File: config.mk
export PLATFORM = sky130hd
export DESIGN_NAME = sad_row_param_flat
export DESIGN_NICKNAME = d
export VERILOG_FILES = /design/src/rtl/sad_row_param_if.sv /design/src/rtl/sad_row_param.sv /design/src/flat_wrapper.sv
export SDC_FILE = /design/constraint.sdc
export NUM_CORES = 1
export LEC_CHECK = 0
export CORE_MARGIN = 5
export CORE_UTILIZATION = 25
export CTS_CLUSTER_DIAMETER = 200
export CTS_CLUSTER_SIZE = 28
export DETAILED_ROUTE_END_ITERATION = 10
export GPL_TIMING_DRIVEN = 0
export PLACE_DENSITY_LB_ADDON = 0.3
export SYNTH_ARGS = -nofsm -noshare
export SYNTH_HDL_FRONTEND = slang
export SYNTH_SLANG_ARGS = --single-unit
File: constraint.sdc
create_clock -name clk -period 15.13 [get_ports clk]
set_clock_uncertainty 0.05 [all_clocks]
set_input_delay 4.539 -clock clk [delete_from_list [all_inputs] [get_ports clk]]
set_output_delay 4.539 -clock clk [all_outputs]
set_load 0.01 [all_outputs]
File: src/rtl/sad_row_param_if.sv
// Pixel-stream, threshold and result bundle for the parametrised SAD row.
interface sad_row_param_if #(
  parameter int unsigned PIX_W  = 8,
  parameter int unsigned N_CAND = 8,
  parameter int unsigned ACC_W  = 16,
  parameter int unsigned IDX_W  = 8
);
  logic                      start;
  logic [PIX_W-1:0]          cur_pix;
  logic [N_CAND*PIX_W-1:0]   ref_pix;
  logic                      cur_valid;
  logic                      cur_ready;
  logic                      thr_en;
  logic [ACC_W-1:0]          threshold;
  logic                      res_valid;
  logic                      res_ready;
  logic [ACC_W-1:0]          best_sad;
  logic [IDX_W-1:0]          best_idx;
  logic                      match_ok;
  logic                      busy;

  modport master (
    output start, cur_pix, ref_pix, cur_valid, thr_en, threshold, res_ready,
    input  cur_ready, res_valid, best_sad, best_idx, match_ok, busy
  );

  modport slave (
    input  start, cur_pix, ref_pix, cur_valid, thr_en, threshold, res_ready,
    output cur_ready, res_valid, best_sad, best_idx, match_ok, busy
  );
endinterface

File: src/rtl/sad_row_param.sv
// Parametrised SAD row: N_CAND PEs accumulate |cur - ref| over a BLK_SIZE x BLK_SIZE
// block, then a one-candidate-per-cycle scan returns the minimum on a valid/ready port.
module sad_row_param #(
  parameter int unsigned PIX_W    = 8,
  parameter int unsigned BLK_SIZE = 8,
  parameter int unsigned N_CAND   = 8,
  parameter int unsigned ACC_W    = 16,
  parameter int unsigned IDX_W    = 8
) (
  input  logic            clk,
  input  logic            reset,
  sad_row_param_if.slave  bus
);

  localparam int unsigned NPIX  = BLK_SIZE * BLK_SIZE;
  localparam int unsigned CNT_W = $clog2(NPIX + 1);

  typedef enum logic [2:0] {
    S_IDLE,
    S_ACCUM,
    S_DRAIN,
    S_COMPARE,
    S_OUTPUT
  } state_t;

  state_t             state_q;
  logic [CNT_W-1:0]   cnt_q;
  logic               drain_q;
  logic [IDX_W-1:0]   scan_q;
  logic               v1_q, v2_q;
  logic [PIX_W:0]     diff_q [N_CAND];
  logic [PIX_W:0]     diff_d [N_CAND];
  logic [PIX_W-1:0]   abs_q  [N_CAND];
  logic [PIX_W-1:0]   abs_d  [N_CAND];
  logic [ACC_W:0]     sum_w  [N_CAND];
  logic [ACC_W-1:0]   acc_q  [N_CAND];
  logic [ACC_W-1:0]   acc_d  [N_CAND];
  logic [ACC_W-1:0]   min_q;
  logic [IDX_W-1:0]   idx_q;
  logic               thr_en_q;
  logic [ACC_W-1:0]   thr_q;
  logic               match_q;
  logic               cur_ready_q;
  logic               res_valid_q;
  logic               busy_q;

  logic               beat;
  logic               last_beat;
  logic [ACC_W-1:0]   sel_sad;
  logic               take;
  logic [ACC_W-1:0]   min_d;
  logic [IDX_W-1:0]   idx_d;
  logic               last_scan;

  assign beat      = bus.cur_valid & cur_ready_q;
  assign last_beat = beat && (cnt_q == CNT_W'(NPIX - 1));

  // PE datapath: signed difference, absolute value, saturating accumulate
  always_comb begin
    for (int unsigned k = 0; k < N_CAND; k++) begin
      diff_d[k] = {1'b0, bus.cur_pix} - {1'b0, bus.ref_pix[k*PIX_W +: PIX_W]};
      abs_d[k]  = diff_q[k][PIX_W] ? PIX_W'(-diff_q[k]) : diff_q[k][PIX_W-1:0];
      sum_w[k]  = {1'b0, acc_q[k]} + (ACC_W+1)'(abs_q[k]);
      acc_d[k]  = sum_w[k][ACC_W] ? '1 : sum_w[k][ACC_W-1:0];
    end
  end

  // Minimum search: select the scanned PE; strict less-than keeps the lowest index on ties
  always_comb begin
    sel_sad = '1;
    for (int unsigned k = 0; k < N_CAND; k++) begin
      if (scan_q == IDX_W'(k)) sel_sad = acc_q[k];
    end
    take      = sel_sad < min_q;
    min_d     = take ? sel_sad : min_q;
    idx_d     = take ? scan_q : idx_q;
    last_scan = scan_q == IDX_W'(N_CAND - 1);
  end

  // PE pipeline data registers (qualified by v1_q/v2_q, so no reset needed)
  always_ff @(posedge clk) begin
    for (int unsigned k = 0; k < N_CAND; k++) begin
      diff_q[k] <= diff_d[k];
      abs_q[k]  <= abs_d[k];
    end
  end

  // Control FSM, accumulators, running minimum and registered result outputs
  always_ff @(posedge clk) begin
    if (!reset) begin
      state_q     <= S_IDLE;
      cnt_q       <= '0;
      drain_q     <= 1'b0;
      scan_q      <= '0;
      v1_q        <= 1'b0;
      v2_q        <= 1'b0;
      for (int unsigned k = 0; k < N_CAND; k++) acc_q[k] <= '0;
      min_q       <= '1;
      idx_q       <= '0;
      thr_en_q    <= 1'b0;
      thr_q       <= '0;
      match_q     <= 1'b0;
      cur_ready_q <= 1'b0;
      res_valid_q <= 1'b0;
      busy_q      <= 1'b0;
    end else begin
      v1_q <= beat;
      v2_q <= v1_q;
      for (int unsigned k = 0; k < N_CAND; k++) begin
        if (state_q == S_IDLE && bus.start) acc_q[k] <= '0;
        else if (v2_q)                      acc_q[k] <= acc_d[k];
      end
      case (state_q)
        S_IDLE: begin
          if (bus.start) begin
            state_q     <= S_ACCUM;
            cnt_q       <= '0;
            min_q       <= '1;
            idx_q       <= '0;
            match_q     <= 1'b0;
            thr_en_q    <= bus.thr_en;
            thr_q       <= bus.threshold;
            cur_ready_q <= 1'b1;
            busy_q      <= 1'b1;
          end
        end
        S_ACCUM: begin
          if (beat) cnt_q <= cnt_q + 1'b1;
          if (last_beat) begin
            cur_ready_q <= 1'b0;
            drain_q     <= 1'b0;
            state_q     <= S_DRAIN;
          end
        end
        S_DRAIN: begin
          drain_q <= 1'b1;
          if (drain_q) begin
            scan_q  <= '0;
            state_q <= S_COMPARE;
          end
        end
        S_COMPARE: begin
          min_q <= min_d;
          idx_q <= idx_d;
          if (last_scan) begin
            match_q     <= thr_en_q & (min_d < thr_q);
            res_valid_q <= 1'b1;
            state_q     <= S_OUTPUT;
          end else begin
            scan_q <= scan_q + 1'b1;
          end
        end
        S_OUTPUT: begin
          if (bus.res_ready) begin
            res_valid_q <= 1'b0;
            busy_q      <= 1'b0;
            state_q     <= S_IDLE;
          end
        end
        default: state_q <= S_IDLE;
      endcase
    end
  end

  assign bus.cur_ready = cur_ready_q;
  assign bus.res_valid = res_valid_q;
  assign bus.best_sad  = min_q;
  assign bus.best_idx  = idx_q;
  assign bus.match_ok  = match_q;
  assign bus.busy      = busy_q;

endmodule
File: src/flat_wrapper.sv
// flat-port wrapper written by rule: the top's interface ports become plain ports
module sad_row_param_flat 
#(
  parameter int unsigned PIX_W    = 8,
  parameter int unsigned BLK_SIZE = 8,
  parameter int unsigned N_CAND   = 8,
  parameter int unsigned ACC_W    = 16,
  parameter int unsigned IDX_W    = 8
)
  (clk, reset, bus_start, bus_cur_pix, bus_ref_pix, bus_cur_valid, bus_thr_en, bus_threshold, bus_res_ready, bus_cur_ready, bus_res_valid, bus_best_sad, bus_best_idx, bus_match_ok, bus_busy);
  sad_row_param_if #(.PIX_W(PIX_W), .N_CAND(N_CAND), .ACC_W(ACC_W), .IDX_W(IDX_W)) bus_i ();
  input  logic clk;
  input  logic reset;
  input wire logic [$bits(bus_i.start)-1:0] bus_start;
  input wire logic [$bits(bus_i.cur_pix)-1:0] bus_cur_pix;
  input wire logic [$bits(bus_i.ref_pix)-1:0] bus_ref_pix;
  input wire logic [$bits(bus_i.cur_valid)-1:0] bus_cur_valid;
  input wire logic [$bits(bus_i.thr_en)-1:0] bus_thr_en;
  input wire logic [$bits(bus_i.threshold)-1:0] bus_threshold;
  input wire logic [$bits(bus_i.res_ready)-1:0] bus_res_ready;
  output wire logic [$bits(bus_i.cur_ready)-1:0] bus_cur_ready;
  output wire logic [$bits(bus_i.res_valid)-1:0] bus_res_valid;
  output wire logic [$bits(bus_i.best_sad)-1:0] bus_best_sad;
  output wire logic [$bits(bus_i.best_idx)-1:0] bus_best_idx;
  output wire logic [$bits(bus_i.match_ok)-1:0] bus_match_ok;
  output wire logic [$bits(bus_i.busy)-1:0] bus_busy;
  assign bus_i.start = bus_start;
  assign bus_i.cur_pix = bus_cur_pix;
  assign bus_i.ref_pix = bus_ref_pix;
  assign bus_i.cur_valid = bus_cur_valid;
  assign bus_i.thr_en = bus_thr_en;
  assign bus_i.threshold = bus_threshold;
  assign bus_i.res_ready = bus_res_ready;
  assign bus_cur_ready = bus_i.cur_ready;
  assign bus_res_valid = bus_i.res_valid;
  assign bus_best_sad = bus_i.best_sad;
  assign bus_best_idx = bus_i.best_idx;
  assign bus_match_ok = bus_i.match_ok;
  assign bus_busy = bus_i.busy;
  sad_row_param #(.PIX_W(PIX_W), .BLK_SIZE(BLK_SIZE), .N_CAND(N_CAND), .ACC_W(ACC_W), .IDX_W(IDX_W)) u_core (.clk(clk), .reset(reset), .bus(bus_i));
endmodule
======== After elaboration in Yosys (flattened, before gate mapping) ========
Memory sizes are Yosys's and may differ from the RTL's.
Cells that the tools add are included.
storage, ports and cells
  memories ................................ 3
  register bits ........................... 66
  bits in latches ......................... 0
  RAM bits ................................ 264
  ROM bits ................................ 0
  input bits .............................. 94
  output and inout port bits .............. 28
memory list
  name           words  bits a word  rd ports  clocked after Yosys merged registers in  wr ports  line                 source
  u_core.acc_q   8      16           8         0                                        8         sad_row_param.sv:36  logic [ACC_W-1:0] acc_q [N_CAND];
  u_core.diff_q  8      9            8         0                                        8         sad_row_param.sv:31  logic [PIX_W:0] diff_q [N_CAND];
  u_core.abs_q   8      8            8         0                                        8         sad_row_param.sv:33  logic [PIX_W-1:0] abs_q [N_CAND];
cells by class
  order comparisons ....................... 2
  multipliers ............................. 0
  div/mod/pow operators ................... 0
  shifts and indexed selects .............. 0
  eq/ne operators ......................... 20
  multiplexer cells ....................... 77
  bitwise gates (word level) .............. 18
  add/sub/neg operators ................... 26
  reductions and logical operators ........ 21
operator list
  kind                   number
  $mux W16               34
  $add A16 B8 Y17        8
  $mux W8                12
  $sub A8 B8 Y9          8
  $neg A8 Y8             8
  $eq A8 B3 Y1 const B   4
  $lt A16 B16 Y1         2
  $pmux W16 S2           1
  $pmux W8 S2            2
  $reduce_and A3 Y1      7
  $eq A8 B2 Y1 const B   2
  $or A1 B1 Y1           16
  $mux W3                5
  $pmux W3 S5            1
  $mux W1                14
  $mux W7                2
  $pmux W7 S2            1
  $reduce_bool A2 Y1     6
  $ne A2 B1 Y1 const B   5
  $pmux W1 S2            5
  $add A8 B1 Y8 const B  1
  $eq A8 B1 Y1 const B   1
  $logic_not A8 Y1       1
  $add A7 B1 Y7 const B  1
  10 further kinds       17

======== Depth between registers and ports, before layout ========
Gate-level depths: netlist of run 1.
  depth after elaboration ................. 15
  mapped depth ............................ 24
  depth with buffers taken out ............ 21

======== Worst setup path before layout of run 1 ========
OpenSTA, ideal clock, no wires.
  kind .................................... in2reg
  start point ............................. input port bus_start
  end point ............................... memory u_core.acc_q[0][0] (enable)
  arrival time ............................ 7.786 ns
  setup slack ............................. 6.817 ns
  stages .................................. 3
  path through ............................ nor4b_1 > clkbuf_1 > or3_1
RTL lines
  item             line                 source
  start, declared  flat_wrapper.sv:14   input wire logic [$bits(bus_i.start)-1:0] bus_start;
  end, declared    sad_row_param.sv:36

==> results of run 1 <==
per-stage QoR:
step	hold WS, ns	power (uW)
global route	0.3325	2729
detailed placement	0.3354	2073
floorplan	0.2949	1819
finish	0.3167	2540
CTS	0.3276	2568
global placement	0.3273	2075
worst max-delay path, delay by kind of cell:
kind	cells	cell delay (ns)
buffers and inverters	3	1.90
AND/OR/NAND/NOR	3	1.15
AO/OA/AOI/OAI	1	0.10
layout by cell type (no fill, tap or decap), types with 10 or more instances in the layout:
master / count
o31ai_1: 24
nand2_1: 199
and2_1: 18
inv_1: 198
or3_1: 24
a21boi_0: 21
nor2_1: 146
o21ai_0: 114
mux2_2: 12
a311oi_1: 10
nand2b_1: 34
ha_1: 171
and3_1: 33
clkdlybuf4s50_1: 121
clkbuf_16: 15
xor2_1: 75
edfxtp_1: 128
a21o_1: 31
dfxtp_1: 202
mux2i_1: 25
a22oi_1: 11
xnor2_1: 82
nor2b_1: 50
nand3_1: 34
a211oi_1: 29
nand4_1: 19
a31oi_1: 31
nor3b_1: 18
fa_1: 16
clkbuf_1: 72
a21oi_1: 169
o21a_1: 16
nor3_1: 67
routing by layer:
metal | part of all wire (%) | routed length (um)
met5 | 0.023 | 13
met4 | 1.8 | 981
met3 | 4.2 | 2371
met2 | 43 | 24210
met1 | 51 | 28260
area by class of cell:
class / instances / share of cell area [%]
multi-input combinational: 1615 / 48.36
sequential: 330 / 34.25
tap: 1050 / 5.705
timing repair buffer: 122 / 5.379
inverter: 198 / 3.228
clock buffer: 24 / 1.777
buffer: 72 / 1.261
clock inverter: 1 / 0.03804
where the power goes:
part           switching [uW]  internal [uW]  leakage, uW
combinational             481            374      0.00624
clock                     294            191     0.000200
sequential                122           1080      0.00307
cell families after synthesis:
family                     after synthesis  share of synthesized area [%]
AOI/OAI and AO/OA                      548                          17.37
buffers and inverters                  270                          5.154
xor gates and xnor gates               157                          6.858
DFF                                    330                          39.34
muxes                                   40                          2.146
adders and majority gates              187                          12.27
and+or+nand+nor                        683                          16.87
worst max-delay path by stage:
stage / startpoint / slack (ns) / endpoint
finish: bus_start / 7.60 / u_core.acc_q[0][4]
floorplan: bus_start / 6.82 / u_core.acc_q[0][0]
global route: u_core.scan_q[0] / 7.38 / u_core.bus.match_ok
detailed placement: bus_start / 7.06 / u_core.acc_q[1][30]
CTS: bus_start / 7.60 / u_core.acc_q[0][49]
global placement: bus_start / 3.94 / u_core.acc_q[0][48]
state kept, by name, indices dropped and copies added, names as in the netlist, 3 cells and up:
name	count
u_core.scan_q	8
u_core.acc_q	128
u_core.bus.best_sad	16
u_core.diff_q	72
u_core.cnt_q	7
u_core.bus.best_idx	8
u_core.thr_q	16
u_core.state_q	3
u_core.abs_q	64
==> impl_metrics.csv, run 1 <==
group,metric,value,unit
run_status,outcome,"finished clean",
final_layout,drive_above_1_share,2.329,%
sta,finalCritPeriodShare,49.75,%
routing,drtIter0Drc,1122,
final_layout,seq_area,0.007888,mm2
hold_path,hold_path_depth,0,
floorplanning,die_h,293.2,um
yosys,syn_inst,2215,
routing,drc_errors,0,
global_routing,top_usage_layer,"met2",
final_layout,design_area,0.02303,mm2
sta,rsz0062_at_grt,"false",
global_routing,grt_pass1_vias,15180,
floorplanning,io_pins,122,
yosys,synth_most_common_cell,"dfxtp_1",
worst_setup_path,path_cells,"clkdlybuf4s50_1 > nor4b_1 > nor2_1 > nand2_1 > clkbuf_1 > clkbuf_1 > a21oi_1",
worst_setup_path,end_kind,"flip-flop",
yosys,yosys.area.top_type_share,20.17,%
floorplanning,coreArea,0.07926,mm2
placement,routabilityCongestion,0.8469,
routing,routedWlPerCell,16.36,um
global_routing,antenna_found_initial,1,
yosys,ys.warnings.count,0,
global_routing,grt_max_degree,63,
sta,post-route-worst-setup-slack,7.602,ns
clocking,clock-root-buffer,"clkbuf_16",
yosys,ys_top_cells_by_area,"dfxtp_1 20%, edfxtp_1 19%, ha_1 11%",
run,cap_viol_max_count,0,
global_routing,use_met3,1.330,%
worst_setup_path,regToRegSetupSlack,7.81,ns
worst_setup_path,crit_top_cell,"clkbuf_1",
placement,dp.cells,3387,
final_layout,final_nets,2635,
sta,final.min_clock_period,7.528,ns
worst_setup_path,cp.arrival,7.71,ns
yosys,ys_seq_elements,330,
hold_path,hold_class,"reg2reg",
yosys,synth_commonest_cells,"202 x dfxtp_1, 199 x nand2_1, 198 x inv_1, 171 x ha_1, 169 x a21oi_1",
power_and_ir_drop,powerDensity,110.3,mW/mm2
sta,slew_headroom,32.79,%
yosys,syn_area_per_cell,9.053,um2
worst_setup_path,critPathKind,"in2reg",
sta,slew_violations,0,
clocking,cts_tree,"built",
power_and_ir_drop,ir_drop,55.84,uV
worst_setup_path,r2r_cells,23,
floorplanning,num_rows,103,
clocking,htree_levels,1,
final_layout,diodes,0,
power_and_ir_drop,p_leak,0.009512,uW
floorplanning,start_util,25.30,%
routing,vias,15980,
worst_setup_path,start_kind,"input port",
hold_path,worstHoldStart,"u_core.diff_q[0][0]",
hold_path,worstHoldEndpoint,"u_core.abs_q[0][0]",
yosys,synth_edf_count,128,
floorplanning,die_w,293.2,um
worst_setup_path,cp_slowest_cell,"nor4b_1",
routing,vias_per_cell,4.682,
clocking,clkLatencyLatePin,0.54,ns
worst_setup_path,r2r_end,"u_core.bus.match_ok",
yosys,synth_flop_cell,"dfxtp_1",
clocking,cts_hold_buf,0,
placement,place_area,0.02261,mm2
yosys,syn-cell-area,0.02005,mm2
worst_setup_path,cp.required,15.31,ns
global_routing,grt_pass1_wl,87220,um
placement,port_buffers,121,
yosys,synth_top_area_cell,"dfxtp_1",
clocking,postCtsSetupBuffers,0,
yosys,synthArstFlopShare,0,%
global_routing,grt_usage,12.53,%
worst_setup_path,max_stage_delay,0.82,ns
clocking,cts.sinks,330,
sta,setup_viol,0,
global_routing,grt_use_met2,19.66,%
sta,fmax,132.8,MHz
yosys,mappedNetlistNets,2496,
routing,first_pass_iters,7,
placement,hpwl,43760,um
sta,tightest_slew,0.9942,ns
final_layout,finalNonFillerCells,3412,
floorplanning,dieArea,0.08597,mm2
yosys,synth_cell_types,73,
final_layout,multi_input_area,0.01114,mm2
worst_setup_path,r2r-start,"u_core.scan_q[1]",
worst_setup_path,path_max_fanout,10,
routing,antenna_left,0,
clocking,cts-resized-gates,0,
clocking,clock_path_buffers,3,
global_routing,overflow,0,
routing,drt_wl_total,55830,um
sta,tns,0,ns
final_layout,syn2layout_area_growth,14.84,%
yosys,ys_seq_area_share,39.34,%
final_layout,fillers,8442,
placement,place_ws,7.056,ns
sta,timing_hold_violations_final,0,
clocking,clkTransAtPathRegs,0.13,ns
final_layout,final_core_util,29.05,%
clocking,cts_made_buffers,15,
global_routing,use_met1,18.76,%
Note: power is estimated with default switching activity, not from simulation.
==> inputs of run 2 (changes only) <==
clock period = 7.18 ns   (was 15.13 ns; I/O delays follow)
==> impl_metrics.csv, run 2 (synthesis results as in run 1) <==
group,metric,value,unit
clocking,htree_levels,1,
clocking,clock-root-buffer,"clkbuf_16",
sta,fmax,150.1,MHz
worst_setup_path,cp_top_family,"compound AO/OA/AOI/OAI gates",
routing,antenna_left,0,
power_and_ir_drop,ir_drop,117.6,uV
worst_setup_path,crit_top_cell,"ha_1",
floorplanning,num_rows,103,
sta,finalCritPeriodShare,92.80,%
global_routing,overflow,0,
floorplanning,dieArea,0.08597,mm2
final_layout,drive_above_1_share,2.456,%
worst_setup_path,path_max_fanout,10,
final_layout,final_cell_mix,"202 x dfxtp_1, 199 x nand2_1, 198 x inv_1",
routing,first_pass_iters,7,
worst_setup_path,cp.arrival,7.07,ns
floorplanning,start_util,25.30,%
sta,tns,0,ns
final_layout,final_nets,2635,
clocking,clkLatencyLatePin,0.54,ns
placement,port_buffers,121,
final_layout,syn2layout_area_growth,14.86,%
floorplanning,die_w,293.2,um
worst_setup_path,path_buf_inv,5,
final_layout,final_common_cell,"dfxtp_1",
sta,tightest_slew,0.9816,ns
worst_setup_path,end_kind,"flip-flop",
sta,final.min_clock_period,6.663,ns
run,cap_viol_max_count,0,
clocking,cts_made_buffers,15,
clocking,clock_path_buffers,3,
global_routing,antenna_found_initial,1,
run_status,outcome,"finished clean",
worst_setup_path,max_stage_delay,0.44,ns
sta,slew_violations,0,
power_and_ir_drop,p_leak,0.009522,uW
routing,drtIter0Drc,1116,
sta,timing_hold_violations_final,0,
routing,vias_per_cell,4.666,
clocking,clkTransAtPathRegs,0.13,ns
sta,setup_viol,0,
final_layout,finalNonFillerCells,3412,
routing,vias,15920,
clocking,cts_hold_buf,0,
global_routing,grt_usage,12.53,%
routing,routedWlPerCell,16.37,um
final_layout,largest_register_ffs,128,
routing,drt_wl_total,55860,um
worst_setup_path,start_kind,"flip-flop",
final_layout,top_regs,"u_core.acc_q x128, u_core.diff_q x72, u_core.abs_q x64",
sta,rsz0062_at_grt,"false",
floorplanning,coreArea,0.07926,mm2
global_routing,grt_pass1_wl,87220,um
placement,routabilityCongestion,0.8469,
placement,hpwl,43760,um
global_routing,grt_pass1_vias,15180,
final_layout,largest_register,"u_core.acc_q",
hold_path,hold_class,"reg2reg",
placement,dp.cells,3387,
worst_setup_path,critPathKind,"reg2reg",
global_routing,grt_max_degree,63,
worst_setup_path,path_cells,"ha_1 > clkbuf_1 > clkbuf_2 > clkbuf_2 > nand3_1 > o221ai_1 > o21a_1 > inv_1 > ha_1 > nand4_1 > nor3_1 > o211ai_1 > a22o_1 > o21bai_2 > buf_6 > mux2_4 > ha_1 > a21oi_1 > a21oi_1 > o31a_1 > nor3_1 > o2111ai_1 > o31ai_1",
power_and_ir_drop,powerDensity,232.4,mW/mm2
routing,drc_errors,0,
worst_setup_path,cp.required,7.58,ns
worst_setup_path,cp_slowest_cell,"dfxtp_1",
clocking,cts.sinks,330,
final_layout,diodes,0,
floorplanning,die_h,293.2,um
floorplanning,io_pins,122,
final_layout,final_core_util,29.06,%
sta,slew_headroom,33.63,%
clocking,cts_tree,"built",
-- run 2: changes by cell type in the layout (fill, tap and decap cells not counted), sizes merged --
cell,change
buf,-1
clkbuf,+1
-- run 2: final timing paths --
| path | to | cells after the start | start | slack (ns) |
|---|---|---|---|---|
| min | u_core.abs_q[0][0] | 0 | u_core.diff_q[0][0] | 0.31 |
| max | u_core.bus.match_ok | 23 | u_core.scan_q[0] | 0.52 |
| max reg2reg | u_core.bus.match_ok | 23 | u_core.scan_q[0] | 0.52 |
| min reg2reg | u_core.abs_q[0][0] | 0 | u_core.diff_q[0][0] | 0.31 |
-- run 2: layout make-up --
class | instances | area (um2)
plain buffers | 72 | 294.0
clock buffers | 24 | 409.1
clock inverters | 1 | 8.758
fillers | 8441 | 56230
inverters | 198 | 743.2
multi-input cells | 1615 | 11140
flip-flops and latches | 330 | 7888
well taps | 1050 | 1314
repair buffers | 122 | 1239
-- run 2: power breakdown --
group          internal [uW]  switching [uW]  leakage [uW]
registers               2270             257       0.00307
clock network            403             621      0.000200
logic                    788            1010       0.00625
-- run 2: layer usage --
metal	GRT usage [%]	up-vias	wire, um
met5	0	-	13
met4	2.424	2	984
met3	1.330	55	2360
met2	19.66	305	24210
met1	18.76	7411	28290
li1	-	8148	-
-- run 2: timing repair --
action                     CTS  global route
setup endpoints to repair    1             1
gates resized for setup      1             4
setup buffers                0             0
-- run 2: worst register-to-register path: cells and delay by family, from the launching register on --
family                   cells  cell delay, ns
buffers and inverters        5            1.37
multiplexers                 1            0.32
flip-flops                   1            0.44
adder cells (fa/ha/maj)      3            0.79
AND/OR/NAND/NOR              4            1.14
AO/OA/AOI/OAI               10            2.48
-- run 2: metrics by stage --
step / hold WS, ns / total power [uW] / area, um2 / worst slack (ns)
floorplan: 0.2949 / 3833 / 20050 / 1.252
global placement: 0.3273 / 4373 / 22580 / -1.627
detailed placement: 0.3354 / 4368 / 22610 / -0.01254
CTS: 0.3276 / 5411 / 23030 / 0.09401
global route: 0.3325 / 5750 / 23030 / 0.1556
finish: 0.3147 / 5353 / 23030 / 0.5173
==> edit, RTL diff (settings of run 1) <==
`PIX_W` is set to 8 in 3 places; all go to 6.
--- a/src/rtl/sad_row_param_if.sv
+++ b/src/rtl/sad_row_param_if.sv
@@ -2,3 +2,3 @@
 interface sad_row_param_if #(
-  parameter int unsigned PIX_W  = 8,
+  parameter int unsigned PIX_W  = 6,
   parameter int unsigned N_CAND = 8,
--- a/src/rtl/sad_row_param.sv
+++ b/src/rtl/sad_row_param.sv
@@ -3,3 +3,3 @@
 module sad_row_param #(
-  parameter int unsigned PIX_W    = 8,
+  parameter int unsigned PIX_W    = 6,
   parameter int unsigned BLK_SIZE = 8,
--- a/src/flat_wrapper.sv
+++ b/src/flat_wrapper.sv
@@ -3,3 +3,3 @@
 #(
-  parameter int unsigned PIX_W    = 8,
+  parameter int unsigned PIX_W    = 6,
   parameter int unsigned BLK_SIZE = 8,
Interface: changed (resized bus_cur_pix and bus_ref_pix); port bits go from 122 to 104. The function was not compared with the original's and may differ.
==> edit against run 1 <==
Combinational power decreased by 49%; area after synthesis down 13%; total power shrank 25%; wire length decreased by 13%; final area is 13% lower; via count decreased by 13%; worst setup slack better by 0.039 ns; sequential cell count shrank 32; critical endpoint is now u_core.acc_q[0][31]$_SDFFCE_PN0P_; largest cell class unchanged.
==> edit: results (changes against run 1) <==
Placement
  • GPL Wtd Cong: 0.907 (was 0.847)
  • Dpl cell area: 19700 um2 (was 22600 um2)
  • Port bufs: 103 (was 121)

Power
  • Sw Pwr: 0.573 mW (was 0.897 mW)
  • Combinational power: 0.440 mW (was 0.855 mW)
  • Clk power: 0.458 mW (was 0.485 mW)

Critical path
  • Slowest-stage cell, CP: clkbuf_1 (was nor4b_1)
  • Worst reg-to-reg path cell count: 26 (was 23)
  • Flop-to-flop setup slack: 7.99 ns (was 7.81 ns)
  • CP peak stage delay: 0.68 ns (was 0.82 ns)

Yosys
  • Synth area leaders: edfxtp_1, dfxtp_1, ha_1, a21oi_1, xnor2_1 (was dfxtp_1, edfxtp_1, ha_1, a21oi_1, nand2_1)
  • Netlist cell types: 67 (was 73)

Worst hold path
  • Hold endpoint: u_core.abs_q[1][18]$_DFF_P_ (was u_core.abs_q[0][0]$_DFF_P_)
  • Worst hold start: u_core.diff_q[1][21]$_DFF_P_ (was u_core.diff_q[0][0]$_DFF_P_)

Run status
  • Status: completed (unchanged)

Detailed routing
  • Detailed Route WL: 48.5 mm (was 55.8 mm)
  • Routed wl met2: 21.9 mm (was 24.2 mm)
  • Via density: 4.64 (was 4.68)
  • TritonRoute pass-1 iters: 6 (was 7)

Global route
  • Met3 Track Usage GR: 0.0137 (was 0.0133)
  • Antenna violations before repair: 0 (was 1)

Layout
  • Regs by FF count: u_core.acc_q: 128 flops, u_core.diff_q: 56 flops, u_core.abs_q: 48 flops (was u_core.acc_q: 128 flops, u_core.diff_q: 72 flops, u_core.abs_q: 64 flops)
  • Total Nets Final: 2282 (was 2635)

STA
  • Final hold slack: 0.322 ns (was 0.317 ns)
  • Slew @ Worst Pin: 1.27 ns (was 0.994 ns)
-- edit: cell count changes in the layout (fill, tap and decap cells not counted), sizes merged, moves of 20 or more --
cell,run 1,this run
and3,33,13
nor3,67,38
nand2,199,166
ha,171,139
dfxtp,202,170
o21ai,121,98
a21oi,169,235
-- edit: cell families after synthesis --
group | share of synthesized area
AND/OR/NAND/NOR | 0.154
AO/OA/AOI/OAI | 0.170
flip-flops | 0.415
buffers and inverters | 0.0580
adder cells (fa/ha/maj) | 0.118
XOR/XNOR | 0.0767
multiplexers | 0.00917
-- edit: cell type report --
| type | count | area [um2] |
|---|---|---|
| Buffer | 71 | 304 |
| Clock buffer | 23 | 405 |
| Clock inverter | 1 | 11.3 |
| Fill cell | 7402 | 49500 |
| Inverter | 189 | 709 |
| Multi-Input combinational cell | 1373 | 9210 |
| Sequential cell | 298 | 7250 |
| Tap cell | 940 | 1180 |
| Timing Repair Buffer | 104 | 1060 |
